File: config.mk
export PLATFORM = sky130hd
export DESIGN_NAME = mac_neuron_q35_flat
export DESIGN_NICKNAME = d
export VERILOG_FILES = /design/src/rtl/mac_neuron_q35_if.sv /design/src/rtl/mac_neuron_q35.sv /design/src/flat_wrapper.sv
export SDC_FILE = /design/constraint.sdc
export NUM_CORES = 1
export LEC_CHECK = 0
export CORE_UTILIZATION = 30
export CTS_BUF_LIST = sky130_fd_sc_hd__clkbuf_2
export CTS_CLUSTER_SIZE = 14
export DETAILED_ROUTE_END_ITERATION = 6
export PLACE_DENSITY_LB_ADDON = 0.12
export SKIP_LAST_GASP = 1
export SLEW_MARGIN = 15
export SYNTH_ARGS = -nofsm -noshare
export SYNTH_HDL_FRONTEND = slang
export SYNTH_SLANG_ARGS = --single-unit
File: constraint.sdc
create_clock -name clk -period 6.9 [get_ports clk]
set_clock_uncertainty 0.2 [all_clocks]
set_input_delay 1.38 -clock clk [delete_from_list [all_inputs] [get_ports clk]]
set_output_delay 1.38 -clock clk [all_outputs]
set_load 0.05 [all_outputs]
File: src/rtl/mac_neuron_q35_if.sv
// Handshake bundle for mac_neuron_q35.
//   master: producer of (x_in, w_in, bias) pairs and consumer of y_out.
//   slave : the neuron itself.
//   in_valid/in_ready  : input pair handshake; bias sampled on first beat only
//   x_in/w_in/bias     : signed Q(WIDTH-1-FRAC).FRAC operands
//   out_valid/out_ready: result handshake
//   y_out/sat          : signed result and saturation flag, qualified by out_valid
interface mac_neuron_q35_if #(
  parameter int WIDTH = 8
);
  logic             in_valid;
  logic             in_ready;
  logic [WIDTH-1:0] x_in;
  logic [WIDTH-1:0] w_in;
  logic [WIDTH-1:0] bias;
  logic             out_valid;
  logic             out_ready;
  logic [WIDTH-1:0] y_out;
  logic             sat;

  modport master (
    output in_valid, x_in, w_in, bias, out_ready,
    input  in_ready, out_valid, y_out, sat
  );

  modport slave (
    input  in_valid, x_in, w_in, bias, out_ready,
    output in_ready, out_valid, y_out, sat
  );
endinterface

File: src/rtl/mac_neuron_q35.sv
// Streaming multiply-accumulate neuron feeding the PReLU activation.
// Accumulates N_TERMS signed x*w products on top of a bias, then rounds
// (half-up) and saturates the sum back to the input Q format.
//   clk   : rising-edge clock
//   reset : synchronous, active-high; discards any partial neuron
//   bus   : mac_neuron_q35_if slave (input pairs in, one result out)
module mac_neuron_q35 #(
  parameter int WIDTH     = 8,
  parameter int FRAC      = 5,
  parameter int N_TERMS   = 16,
  parameter int ACC_WIDTH = 24
) (
  input  logic            clk,
  input  logic            reset,
  mac_neuron_q35_if.slave bus
);

  localparam int CNT_W = (N_TERMS > 1) ? $clog2(N_TERMS) : 1;
  localparam logic [CNT_W-1:0] LAST_CNT = CNT_W'(N_TERMS - 1);
  localparam logic signed [ACC_WIDTH-1:0] RND_HALF = ACC_WIDTH'(1 << (FRAC - 1));
  localparam logic signed [ACC_WIDTH-1:0] Y_MAX    = ACC_WIDTH'((1 << (WIDTH - 1)) - 1);
  localparam logic signed [ACC_WIDTH-1:0] Y_MIN    = ACC_WIDTH'(-(1 << (WIDTH - 1)));

  typedef enum logic [1:0] {
    ACCUM,
    ROUND,
    OUT
  } state_t;

  state_t                       r_state;
  state_t                       w_state_nxt;
  logic [CNT_W-1:0]             r_cnt;
  logic signed [ACC_WIDTH-1:0]  r_acc;
  logic [WIDTH-1:0]             r_y;
  logic                         r_sat;

  logic                         w_in_ready;
  logic                         w_out_valid;
  logic                         w_beat;
  logic signed [2*WIDTH-1:0]    w_x_ext;
  logic signed [2*WIDTH-1:0]    w_w_ext;
  logic signed [2*WIDTH-1:0]    w_prod;
  logic signed [ACC_WIDTH-1:0]  w_prod_ext;
  logic signed [ACC_WIDTH-1:0]  w_bias_ext;
  logic signed [ACC_WIDTH-1:0]  w_rnd;

  // Operands widened before multiplying so the 2*WIDTH product is exact.
  assign w_x_ext    = {{WIDTH{bus.x_in[WIDTH-1]}}, bus.x_in};
  assign w_w_ext    = {{WIDTH{bus.w_in[WIDTH-1]}}, bus.w_in};
  assign w_prod     = w_x_ext * w_w_ext;
  assign w_prod_ext = ACC_WIDTH'(w_prod);
  // Bias aligned to the product's 2*FRAC fractional bits.
  assign w_bias_ext = ACC_WIDTH'($signed(bus.bias)) <<< FRAC;
  assign w_rnd      = (r_acc + RND_HALF) >>> FRAC;

  assign w_beat     = bus.in_valid & w_in_ready;

  always_ff @(posedge clk) begin
    if (reset) begin
      r_state <= ACCUM;
    end else begin
      r_state <= w_state_nxt;
    end
  end

  always_comb begin
    w_state_nxt = r_state;
    w_in_ready  = 1'b0;
    w_out_valid = 1'b0;
    case (r_state)
      ACCUM: begin
        w_in_ready = 1'b1;
        if (w_beat && (r_cnt == LAST_CNT)) begin
          w_state_nxt = ROUND;
        end
      end
      ROUND: begin
        w_state_nxt = OUT;
      end
      OUT: begin
        w_out_valid = 1'b1;
        if (bus.out_ready) begin
          w_state_nxt = ACCUM;
        end
      end
      default: begin
        w_state_nxt = ACCUM;
      end
    endcase
  end

  always_ff @(posedge clk) begin
    if (reset) begin
      r_cnt <= '0;
      r_acc <= '0;
      r_y   <= '0;
      r_sat <= 1'b0;
    end else begin
      if (w_beat) begin
        // First beat restarts the sum from the bias; no explicit clear needed.
        if (r_cnt == '0) begin
          r_acc <= w_bias_ext + w_prod_ext;
        end else begin
          r_acc <= r_acc + w_prod_ext;
        end
        r_cnt <= (r_cnt == LAST_CNT) ? '0 : r_cnt + 1'b1;
      end
      if (r_state == ROUND) begin
        if (w_rnd > Y_MAX) begin
          r_y   <= {1'b0, {(WIDTH-1){1'b1}}};
          r_sat <= 1'b1;
        end else if (w_rnd < Y_MIN) begin
          r_y   <= {1'b1, {(WIDTH-1){1'b0}}};
          r_sat <= 1'b1;
        end else begin
          r_y   <= w_rnd[WIDTH-1:0];
          r_sat <= 1'b0;
        end
      end
    end
  end

  assign bus.in_ready  = w_in_ready;
  assign bus.out_valid = w_out_valid;
  assign bus.y_out     = r_y;
  assign bus.sat       = r_sat;

endmodule

File: src/flat_wrapper.sv
// flat-port wrapper written by rule: the top's interface ports become plain ports
module mac_neuron_q35_flat 
#(
  parameter int WIDTH     = 8,
  parameter int FRAC      = 5,
  parameter int N_TERMS   = 16,
  parameter int ACC_WIDTH = 24
)
  (clk, reset, bus_in_valid, bus_x_in, bus_w_in, bus_bias, bus_out_ready, bus_in_ready, bus_out_valid, bus_y_out, bus_sat);
  mac_neuron_q35_if #(.WIDTH(WIDTH)) bus_i ();
  input  logic clk;
  input  logic reset;
  input wire logic [$bits(bus_i.in_valid)-1:0] bus_in_valid;
  input wire logic [$bits(bus_i.x_in)-1:0] bus_x_in;
  input wire logic [$bits(bus_i.w_in)-1:0] bus_w_in;
  input wire logic [$bits(bus_i.bias)-1:0] bus_bias;
  input wire logic [$bits(bus_i.out_ready)-1:0] bus_out_ready;
  output wire logic [$bits(bus_i.in_ready)-1:0] bus_in_ready;
  output wire logic [$bits(bus_i.out_valid)-1:0] bus_out_valid;
  output wire logic [$bits(bus_i.y_out)-1:0] bus_y_out;
  output wire logic [$bits(bus_i.sat)-1:0] bus_sat;
  assign bus_i.in_valid = bus_in_valid;
  assign bus_i.x_in = bus_x_in;
  assign bus_i.w_in = bus_w_in;
  assign bus_i.bias = bus_bias;
  assign bus_i.out_ready = bus_out_ready;
  assign bus_in_ready = bus_i.in_ready;
  assign bus_out_valid = bus_i.out_valid;
  assign bus_y_out = bus_i.y_out;
  assign bus_sat = bus_i.sat;
  mac_neuron_q35 #(.WIDTH(WIDTH), .FRAC(FRAC), .N_TERMS(N_TERMS), .ACC_WIDTH(ACC_WIDTH)) u_core (.clk(clk), .reset(reset), .bus(bus_i));
endmodule
==> summary.txt <==
Synth
  – Cell count after synthesis: about 740
  – Asr flop ratio synth: 0
  – Synth Cell Area: slightly above 6000 µm²
  – Count leader, synth: inv_1
  – Post-synth EDFFs: 0
  – Most used DFF post-synth: dfxtp_1
  – Post-synthesis sequential area ratio: 0.1295
  – Yosys warns: 0
  – Yosys cell types: 60
  – Adder-cell share of the synthesized area: 0.3282
  – Simple logic cell fraction of the synthesized area: 0.2015
  – Mapped Avg Cell Area: between 8 and 9 µm²
  – Post-synth top cells: 98 x inv_1, 67 x ha_1, 61 x nand2_1, 61 x nor2_1, 57 x fa_1
  – Post-synth top area share: 0.1892
  – Post-Synth XOR/XNOR Area: 0.08091
  – Largest family of logic cells by synthesized area: adder cells
  – Yosys top cell by area: fa_1
  – Synth Area in Compound Gates: 0.1863
  – Post-synth net total: slightly below 900
  – Post-synthesis mux area share: 0.001867
  – Ranking of synthesized cells by area: fa_1 19%, ha_1 14%, dfxtp_1 13%
  – FF+latch count, synth: 39

Critical path
  – Critical Path End: u_core.r_acc[22]
  – CP Data Required Time: 7.04 ns
  – CP startpoint kind: input port
  – Reg-to-reg slack, setup: 3.76 ns
  – Worst Setup SP: bus_w_in[2]
  – Worst r2r src: u_core.r_acc[0]
  – Critical path type: input port to register
  – Crit-path max FO: 5
  – Crit path capture type: register
  – Capturing point of the worst reg2reg path: u_core.r_acc[22]
  – Reg2reg path depth: 10
  – Critical Path AT: 6.91 ns

Layout
  – Sequential Area: about 800 µm²
  – Nets: roughly 1100
  – Area growth from synthesis to layout: 37.16%
  – Multi-input combinational cell area: between 5000 and 6000 µm²
  – # fillers: 1992
  – Share of cells above drive strength 1: 0.2896

Timing
  – Final Hold Fails: 0
  – Worst-Margin Slew: between 0.7 and 0.8 ns
  – Final setup violation count: 0
  – Fin crit share: 0.9801
  – RSZ-0062 raised after global routing: yes
  – Relative slew slack: 0.4847
  – Final worst slack: between 0.1 and 0.15 ns
  – Tmin final: 6.762 ns
  – Max-slew violations: 0
  – Fmax: 0.1479 GHz

Place
  – HPWL Detailed: between 10 and 15 mm
  – GP Congestion: slightly below 0.9
  – Post-place setup slack: -0.9519 ns
  – Buffers on Ports: 38

GRT
  – Initial antenna violation count: 2
  – Number of global-route vias before repair: 5599
  – Global-route wire length before repair: between 20 and 30 mm
  – Largest net degree at the start of global routing: 42
  – Gr usage total: 0.1580
  – GRT overflow: 0

Clocking
  – Clk slew on worst S/H paths: 0.19 ns
  – Root Buffer: clkbuf_2
  – CTS Hold Buffers Added: 0
  – Inserted Clock Buffers: 5
  – H-Tree Depth: 2
  – CTS tree: done
  – Clock buffer depth: 2
  – Total clock sinks: 39
  – Clk_lat worst skew: 0.42 ns

Drt
  – Iter 0 DRT Violations: between 150 and 200
  – Via-to-Cell Ratio: 4.751
  – WL final: 15.88 mm
  – Via count: 5582
  – Routed WL per cell: 13.51 µm
  – Antenna Nets Post-Route: 0
  – DR DRC count: 0
  – Pre-antenna DRT Iters: 6

Worst hold path
  – HP Class: register to register
  – Worst Hold Launch: u_core.bus.y_out[7]

Run
  – Max Cap Viol: 0

Status
  – Outcome: complete, no violations

Floorplan
  – Die H: around 140 µm
  – Row cnt: just over 50
  – Initial core utilization: 0.3078
  – Core box area: ~20000 µm²
  – Die Width: roughly 140 µm
  – IO Count: 39
  – Die Footprint: 20670 µm²
sequential cells by signal, indices dropped and copies added (netlist names):
name              cells
u_core.bus.y_out      8
u_core.r_cnt          4
u_core.r_state        2
u_core.bus.sat        1
u_core.r_acc         24
what timing repair did:
action | in CTS | in global routing
setup buffers | 12 | 2
gates resized for setup | 103 | 62
pin swaps | 42 | 54
cloned | 0 | 0
setup endpoints to repair | 10 | 8
worst max-delay path, cell delays in order:
cell	delay, ns
buf_8	0.10
and2_4	0.15
fa_1	0.56
inv_2	0.04
fa_1	0.48
inv_2	0.04
fa_1	0.52
inv_1	0.04
fa_1	0.49
inv_2	0.05
ha_4	0.28
o21a_1	0.16
a21oi_2	0.08
o21ai_2	0.15
nand4_1	0.18
a31oi_4	0.26
xnor2_4	0.10
buf_12	0.16
buf_12	0.13
buf_4	0.15
ha_1	0.19
buf_4	0.16
or4_1	0.53
o21ai_2	0.09
o211ai_1	0.12
a311oi_2	0.27
metrics by stage:
step	util	hold WS, ns	cells	cell area, µm²	TNS [ns]
3_5_place_dp	0.3967	0.2529	1152	7771	-9.539
6_report	0.4222	0.2731	1175	8272	0
2_1_floorplan	-	0.2362	741	6186	0
4_1_cts	0.4111	0.2769	1172	8053	0
3_3_place_gp	0.3967	0.2446	1152	7771	-8.697
5_1_grt	0.4221	0.2956	1174	8269	-0.09224
logic make-up (layout without fill, tap and decap cells):
group,count (synthesis),in the layout
and+or+nand+nor,245,245
DFF,39,39
muxes,1,1
buffers and inverters,115,282
xor gates and xnor gates,54,54
adders and majority gates,124,124
AOI/OAI and AO/OA,163,163
other,0,2
metal layers:
metal,up-vias,GRT usage,share of wire
li1,2845,-,-
met5,-,0,0
met1,2650,0.1927,0.45
met2,76,0.2976,0.51
met3,11,0.01500,0.026
met4,0,0.03303,0.0094
worst min-delay path by stage:
stage | to | slack, ns | depth (start not counted)
3_5_place_dp | u_core.r_acc[2] | 0.25 | 2
5_1_grt | u_core.bus.y_out[7] | 0.30 | 2
3_3_place_gp | u_core.bus.y_out[7] | 0.24 | 2
2_1_floorplan | u_core.r_acc[2] | 0.24 | 2
4_1_cts | u_core.r_acc[2] | 0.28 | 2
6_report | u_core.bus.y_out[7] | 0.27 | 2
layout make-up:
type	instances	area share
multi-input cells	587	0.6447
repair buffers	176	0.1712
flip-flops and latches	39	0.09439
inverters	98	0.04447
well taps	265	0.04008
clock buffers	6	0.003630
clock inverters	2	0.0009076
diodes	2	0.0006051
cells in the final DEF (no fill, tap or decap), types with 9 or more instances in the layout:
| cell | Yosys | layout |
|---|---|---|
| o21a_1 | 11 | 11 |
| o21ai_0 | 12 | 9 |
| and2_4 | 0 | 14 |
| fa_1 | 57 | 54 |
| a211oi_1 | 25 | 21 |
| nor3_1 | 17 | 17 |
| a21oi_1 | 42 | 31 |
| inv_1 | 98 | 83 |
| xnor2_1 | 41 | 37 |
| nand2_1 | 61 | 58 |
| xor2_1 | 12 | 12 |
| nor2_1 | 61 | 60 |
| nand3_1 | 12 | 11 |
| buf_4 | 0 | 134 |
| and2_1 | 47 | 32 |
| ha_4 | 0 | 16 |
| a21oi_2 | 0 | 9 |
| clkdlybuf4s50_1 | 0 | 22 |
| dfxtp_1 | 39 | 39 |
| a21o_1 | 11 | 11 |
| o21ai_1 | 13 | 12 |
| inv_2 | 0 | 15 |
| ha_1 | 67 | 49 |
Power is left out: the tool's default activity adds up to more than one toggle a clock period on the data nets, which glitch-free logic cannot reach.
